File: config.mk
export PLATFORM = sky130hd
export DESIGN_NAME = fwd_hazard_unit
export DESIGN_NICKNAME = d
export VERILOG_FILES = /design/src/rtl/fwd_hazard_unit.sv
export SDC_FILE = /design/constraint.sdc
export NUM_CORES = 1
export LEC_CHECK = 0
export BUFFER_PORTS_ARGS = -buffer_cell sky130_fd_sc_hd__buf_4
export CORE_MARGIN = 1
export CORE_UTILIZATION = 42
export DETAILED_ROUTE_END_ITERATION = 10
export GPL_ROUTABILITY_DRIVEN = 0
export PLACE_DENSITY = 0.76
export RECOVER_POWER = 50
export SLEW_MARGIN = 20
export SYNTH_ARGS = -nofsm -noshare
export SYNTH_HDL_FRONTEND = slang
export SYNTH_SLANG_ARGS = --single-unit
File: constraint.sdc
create_clock -name clk -period 1.4 [get_ports clk]
set_clock_uncertainty 0.05 [all_clocks]
set_input_delay 0 -clock clk [delete_from_list [all_inputs] [get_ports clk]]
set_output_delay 0 -clock clk [all_outputs]
set_load 0.03 [all_outputs]
File: src/rtl/fwd_hazard_unit.sv
// fwd_hazard_unit
//   Forwarding and load-use hazard unit that sits beside the EX stage. It keeps
//   a private tag pipeline ({valid, rd, regwrite, load}) for the FWD_STAGES
//   stages after EX (stage 1 = MEM, stage 2 = WB, ...). From that pipeline it
//   derives a per-operand bypass select and a stall request.
//
//   Optional feature: define FWD_STATS_EN to build the stall/forward
//   statistics counters. Without it, both counter ports read 0.
//
// Ports
//   clk          rising-edge clock
//   reset        synchronous, active-high
//   ex_valid     EX holds a live instruction
//   ex_src       operand register addresses, operand i at [i*REG_AW +: REG_AW]
//   ex_rd        EX destination register
//   ex_regwrite  EX instruction writes the register file
//   ex_memread   EX instruction is a load
//   fwd_sel      per-operand select, SELW bits each; 0 = regfile, k = stage k
//   stall        freeze PC/IF/ID/EX; a bubble enters stage 1
//   stall_cnt    saturating count of stall cycles (FWD_STATS_EN)
//   fwd_cnt      saturating count of cycles with any non-zero select (FWD_STATS_EN)
module fwd_hazard_unit #(
  parameter int unsigned REG_AW     = 5,
  parameter int unsigned NUM_SRC    = 2,
  parameter int unsigned FWD_STAGES = 2,
  parameter int unsigned LOAD_READY = 2,
  parameter int unsigned CNT_W      = 16,
  localparam int unsigned SELW      = $clog2(FWD_STAGES + 1)
) (
  input  logic                      clk,
  input  logic                      reset,
  input  logic                      ex_valid,
  input  logic [NUM_SRC*REG_AW-1:0] ex_src,
  input  logic [REG_AW-1:0]         ex_rd,
  input  logic                      ex_regwrite,
  input  logic                      ex_memread,
  output logic [NUM_SRC*SELW-1:0]   fwd_sel,
  output logic                      stall,
  output logic [CNT_W-1:0]          stall_cnt,
  output logic [CNT_W-1:0]          fwd_cnt
);

  if (FWD_STAGES < 1 || FWD_STAGES > 7) begin : g_bad_fwd_stages
    $error("fwd_hazard_unit: FWD_STAGES must be in 1..7");
  end
  if (LOAD_READY < 1 || LOAD_READY > FWD_STAGES) begin : g_bad_load_ready
    $error("fwd_hazard_unit: LOAD_READY must be in 1..FWD_STAGES");
  end

  // Tag pipeline, index 1 is the youngest (MEM) stage.
  logic [FWD_STAGES:1] v_q;
  logic [FWD_STAGES:1] rw_q;
  logic [FWD_STAGES:1] ld_q;
  logic [REG_AW-1:0]   rd_q [1:FWD_STAGES];

  logic [REG_AW-1:0] src_cur;
  logic              found;
  int unsigned       win_k;
  logic              win_ld;
  logic              stall_req;

  // Scan from the youngest stage upwards; the first hit wins. A load hit that
  // is younger than LOAD_READY holds the select at 0 and requests a stall.
  always_comb begin
    fwd_sel   = '0;
    stall_req = 1'b0;
    src_cur   = '0;
    found     = 1'b0;
    win_k     = 0;
    win_ld    = 1'b0;
    for (int unsigned i = 0; i < NUM_SRC; i++) begin
      src_cur = ex_src[i*REG_AW +: REG_AW];
      found   = 1'b0;
      win_k   = 0;
      win_ld  = 1'b0;
      for (int unsigned k = 1; k <= FWD_STAGES; k++) begin
        if (!found && v_q[k] && rw_q[k] && (rd_q[k] != '0) && (rd_q[k] == src_cur)) begin
          found  = 1'b1;
          win_k  = k;
          win_ld = ld_q[k];
        end
      end
      if (found && win_ld && (win_k < LOAD_READY)) begin
        stall_req = 1'b1;
      end else if (found) begin
        fwd_sel[i*SELW +: SELW] = SELW'(win_k);
      end
    end
  end

  assign stall = ex_valid & stall_req;

  always_ff @(posedge clk) begin
    if (reset) begin
      v_q  <= '0;
      rw_q <= '0;
      ld_q <= '0;
      for (int unsigned k = 1; k <= FWD_STAGES; k++) begin
        rd_q[k] <= '0;
      end
    end else begin
      // A stalled EX instruction stays in EX, so only a bubble moves forward.
      v_q[1]  <= ex_valid & ~stall;
      rd_q[1] <= ex_rd;
      rw_q[1] <= ex_regwrite;
      ld_q[1] <= ex_memread;
      for (int unsigned k = 2; k <= FWD_STAGES; k++) begin
        v_q[k]  <= v_q[k-1];
        rd_q[k] <= rd_q[k-1];
        rw_q[k] <= rw_q[k-1];
        ld_q[k] <= ld_q[k-1];
      end
    end
  end

`ifdef FWD_STATS_EN
  logic [CNT_W-1:0] stall_cnt_q;
  logic [CNT_W-1:0] fwd_cnt_q;

  always_ff @(posedge clk) begin
    if (reset) begin
      stall_cnt_q <= '0;
      fwd_cnt_q   <= '0;
    end else begin
      if (stall && (stall_cnt_q != '1)) begin
        stall_cnt_q <= stall_cnt_q + 1'b1;
      end
      if ((|fwd_sel) && (fwd_cnt_q != '1)) begin
        fwd_cnt_q <= fwd_cnt_q + 1'b1;
      end
    end
  end

  assign stall_cnt = stall_cnt_q;
  assign fwd_cnt   = fwd_cnt_q;
`else
  assign stall_cnt = '0;
  assign fwd_cnt   = '0;
`endif

endmodule
Yosys cells after proc, flatten, opt, wreduce, memory -nomap -nowiden
Memory sizes are Yosys's and may differ from the RTL's.
Cells that the tools add are included.
{"block": "word_totals", "n_memories": 1, "ram_bits": 10, "register_bits": 6, "out_inout_bits": 37, "word_cells": 58, "inputBits": 20}
{"block": "classes", "bitwise": 5, "n_eq_ne": 4, "mux": 23, "order_cmp": 2, "n_reduce_logical": 20}
{"memory": "rd_q", "depth": 2, "word_bits": 5, "rd": 2, "rd_ports_with_merged_regs": 0, "write_ports": 2, "line_no": "54", "text": "logic [REG_AW-1:0] rd_q [1:FWD_STAGES];"}
{"cell": "less-than comparator 32 x 2 -> 1 bit (second input constant)", "n": 2}
{"cell": "2-to-1 mux 32 bit", "n": 1}
{"cell": "== test 5 bit", "n": 4}
{"cell": "logical AND 1 bit", "n": 16}
{"cell": "2-to-1 mux 1 bit", "n": 15}
{"cell": "2-to-1 mux 2 bit", "n": 5}
{"cell": "2-to-1 mux 5 bit", "n": 2}
{"cell": "nonzero test 5 bit", "n": 2}
{"cell": "AND 1 bit", "n": 2}
{"cell": "logical NOT 1 bit", "n": 2}
{"cell": "OR 1 bit", "n": 2}
{"cell": "NOT 1 bit", "n": 1}

Longest topological paths before layout
An unclocked memory read counts as a cell.
{"block": "logic_depth", "ltp_word": 18, "depth_mapped": 4, "depth_no_buf": 4}

Worst setup path after synthesis
OpenSTA, ideal clock, no wires.
{"block": "synth_timing", "path_type": "flip-flop to output port", "start": "mem rd_q[1][3]", "end": "out fwd_sel[3]", "t_required_ps": 1350, "path_stages_with_launch": 5, "slack_ps": -313, "t_arrival_ps": 1663, "n_path_buf": 0, "path_cell_list": "dfxtp_1 > nor4_1 > nand2_1 > or4b_4 > nor3b_1"}
{"element": "from (decl)", "line_no": "54"}
{"element": "to (decl)", "line_no": "37", "text": "output logic [NUM_SRC*SELW-1:0] fwd_sel,"}

==> flow_summary_export.csv <==
group,metric,value,unit
synth,ys_seq_elements,15,
timing,headroom_to_the_max_slew_limit,60.3,%
placed_design,io_buffer_count,24,
timing,final_min_period_over_clock_period,130,%
setup_path,biggest_fanout_along_the_worst_timing_path,4,
route,number_of_vias_after_detailed_routing,803,
floorplanning,floorplan.core_area,0.00206,mm^2
synth,synth_ff_type,"sky130_fd_sc_hd__dfxtp_1",
pwr,cellLeakagePower,0.678,nW
final_layout,stdcell_count,190,
floorplanning,rows,16,
clock_tree,cts_buffer_depth,2,
floorplanning,initial_core_util,46.7,%
outcome,status,"complete, but fails checks",
clock_tree,clock_sinks,15,
placed_design,place.detailed.instances,170,
timing,worst-slew-pin-transition,595,ps
global_route,vias_in_the_first_global_route,765,
setup_path,worst_ep_required_time,1350,ps
clock_tree,tritoncts,"done",
placed_design,detailed_placer_s_ending_hpwl,1460,um
timing,finalWorstSetupSlack,-414,ps
final_layout,antennaDiodeCount,0,
clock_tree,cts.reportedPaths.clkPinSlew,90,ps
timing,clock.fmax,0.551,GHz
global_route,largest_net_degree_at_the_start_of_global_routing,16,
synth,synth.distinct_cells,23,
floorplanning,floorplan.die.width,49.9,um
clock_tree,ctsHtreeMaxLevel,1,
timing,finalSetupTns,-2790,ps
flow_run,max-cap-violations,0,
timing,finalSetupViolCount,12,
route,wirelength,2060,um
pwr,ir_drop,696,uV
final_layout,multiInputGateArea,631,um^2
clock_tree,clk_root_buffer_cell,"sky130_fd_sc_hd__clkbuf_4",
route,drt_iter0_drc,4,
synth,number_of_synthesized_flops_with_an_enable_pin,0,
outcome,failed_checks,"setup timing",
timing,finalHoldViolations,0,
final_layout,layout-area-overhead-vs-synth,50.5,%
floorplanning,die-height,49.9,um
final_layout,fill_cells,169,
setup_path,setup.worst_path.class,"flip-flop to output port",
final_layout,post_route_cells_drive_above_1_share,35.6,%
global_route,grt_remaining_overflow,0,
floorplanning,dieArea,0.00249,mm^2
route,route.detailed.vias_per_inst,4.23,
setup_path,cp-end-kind,"output port",
floorplanning,ioPinCount,57,
global_route,grtUsageTotal,18.3,%
setup_path,sort_of_element_at_the_start_of_the_critical_path,"flip-flop",
hold_path,min_path_type,"primary input to flip-flop",
timing,finalWorstPathRequiredPeriod,1810,ps
synth,synth_async_sr_flop_share,0,%
route,post-route-drc-count,0,
global_route,grt_pass1_wl,3350,um
timing,grt_setup_unrepaired,"true",
clock_tree,numCtsBuffers,3,
pwr,power_per_cell_area,730,mW/mm^2
setup_path,data_arrival_at_the_endpoint_of_the_critical_path,1760,ps
route,routed_wire_length_per_instance,10.8,um
final_layout,layout.core_utilization,70.2,%
synth,mappedNetlistArea,962,um^2
route,drt-pass1-iter-count,4,
placed_design,placement.setup.worst_slack,-130,ps
timing,final_max_slew_viol_count,0,
final_layout,final_nets,184,
pwr,p_total,1.06,mW
synth,seq_area_frac_synth,31.2,%
synth,syn-instance-count,109,
clock_tree,clkLatencyLatePin,280,ps
synth,synthesis.area_per_instance,8.83,um^2
route,drtAntennaViolNets,0,
final_layout,regArea,312,um^2
synth,yosysWarningCount,0,
global_route,antenna_found_initial,0,
[final timing paths]
kind / cells after the start / start / slack (ps) / to
setup / recovery: 5 / rd_q[1][4] / -410 / fwd_sel[3]
hold / removal: 5 / ex_src[8] / 250 / v_q[1]
setup reg to reg: 5 / rd_q[1][4] / 110 / v_q[1]
hold reg to reg: 1 / v_q[1] / 410 / v_q[2]
[state kept, by name, indices dropped and copies added, names as in the netlist]
| signal | cells |
|---|---|
| v_q | 2 |
| ld_q | 1 |
| rw_q | 2 |
| rd_q | 10 |
[logic make-up after synthesis]
| logic type | after synthesis | share of synthesized area (%) |
|---|---|---|
| compound gates | 5 | 3.90 |
| other cells | 1 | 0.390 |
| flops | 15 | 31.2 |
| xor+xnor | 20 | 18.2 |
| buf+inv | 35 | 26.1 |
| simple gates | 33 | 20.2 |
[critical path, stage by stage (launching register included)]
cell                      delay [ps]
sky130_fd_sc_hd__dfxtp_4         360
sky130_fd_sc_hd__xnor2_2         130
sky130_fd_sc_hd__nand3_2         100
sky130_fd_sc_hd__or4b_4          560
sky130_fd_sc_hd__nor3b_2         180
sky130_fd_sc_hd__buf_4           160
[metal layers]
layer  track usage (%)  routed length [um]  vias up
met5                 0                   0        -
met4              11.9                  59        0
met3              3.40                 111        6
met2              32.7                1100       48
met1              19.4                 786      353
li1                  -                   -      396
[final cells by class]
type,count,area share (%)
clock buffers,4,1.82
inverters,2,0.519
well taps,27,2.33
flip-flops and latches,15,21.5
multi-input cells,90,43.6
repair buffers,52,30.3
[report_power, final]
group          switching [mW]  total (mW)  internal [mW]  leakage [nW]
Combinational           0.201       0.351          0.150         0.537
Clock                   0.130       0.240          0.110        0.0150
Sequential             0.0185       0.465          0.446         0.126
[synth_stat cells (2+ instances only)]
library cell               n  area, um^2
sky130_fd_sc_hd__nand3_1   3        15.0
sky130_fd_sc_hd__nor2_1    3        11.3
sky130_fd_sc_hd__xnor2_1  14         123
sky130_fd_sc_hd__xor2_1    6        52.6
sky130_fd_sc_hd__a21oi_1   2        10.0
sky130_fd_sc_hd__nor4_1    2        12.5
sky130_fd_sc_hd__buf_4    32         240
sky130_fd_sc_hd__nand2_1   5        18.8
sky130_fd_sc_hd__dfxtp_1  15         300
sky130_fd_sc_hd__nor2b_1  13        81.3
sky130_fd_sc_hd__inv_1     2        7.51
[what timing repair did]
item / 4_1_cts / 5_1_grt
setup buffers: 0 / 0
hold buffers: 16 / 0
endpoints found under the hold margin: 15 / 0
pin swaps: 4 / 5
resized for setup: 10 / 8
endpoints found under the setup margin: 5 / 6
[layout by cell type (no fill, tap or decap), types with 2 or more instances in the layout]
cell type | synthesis | layout
sky130_fd_sc_hd__conb_1 | 1 | 32
sky130_fd_sc_hd__buf_4 | 32 | 32
sky130_fd_sc_hd__dlygate4sd3_1 | 0 | 16
sky130_fd_sc_hd__nor2b_1 | 13 | 13
sky130_fd_sc_hd__dfxtp_1 | 15 | 10
sky130_fd_sc_hd__xnor2_1 | 14 | 8
sky130_fd_sc_hd__xor2_1 | 6 | 6
sky130_fd_sc_hd__nand2_1 | 5 | 5
sky130_fd_sc_hd__xnor2_2 | 0 | 4
sky130_fd_sc_hd__clkbuf_4 | 0 | 3
sky130_fd_sc_hd__buf_6 | 0 | 3
sky130_fd_sc_hd__dfxtp_2 | 0 | 3
sky130_fd_sc_hd__inv_1 | 2 | 2
sky130_fd_sc_hd__xnor2_4 | 0 | 2
sky130_fd_sc_hd__nor2_1 | 3 | 2
sky130_fd_sc_hd__nand3_1 | 3 | 2
sky130_fd_sc_hd__clkbuf_1 | 1 | 2
sky130_fd_sc_hd__dfxtp_4 | 0 | 2
[per-stage QoR]
step	hold WS [ps]	area (um^2)
final	247	1450
after global routing	273	1450
after CTS	244	1400
after detailed placement	167	1160
after global placement	161	1160
after floorplan	14.2	1100
(Power assumes the default switching activity.)
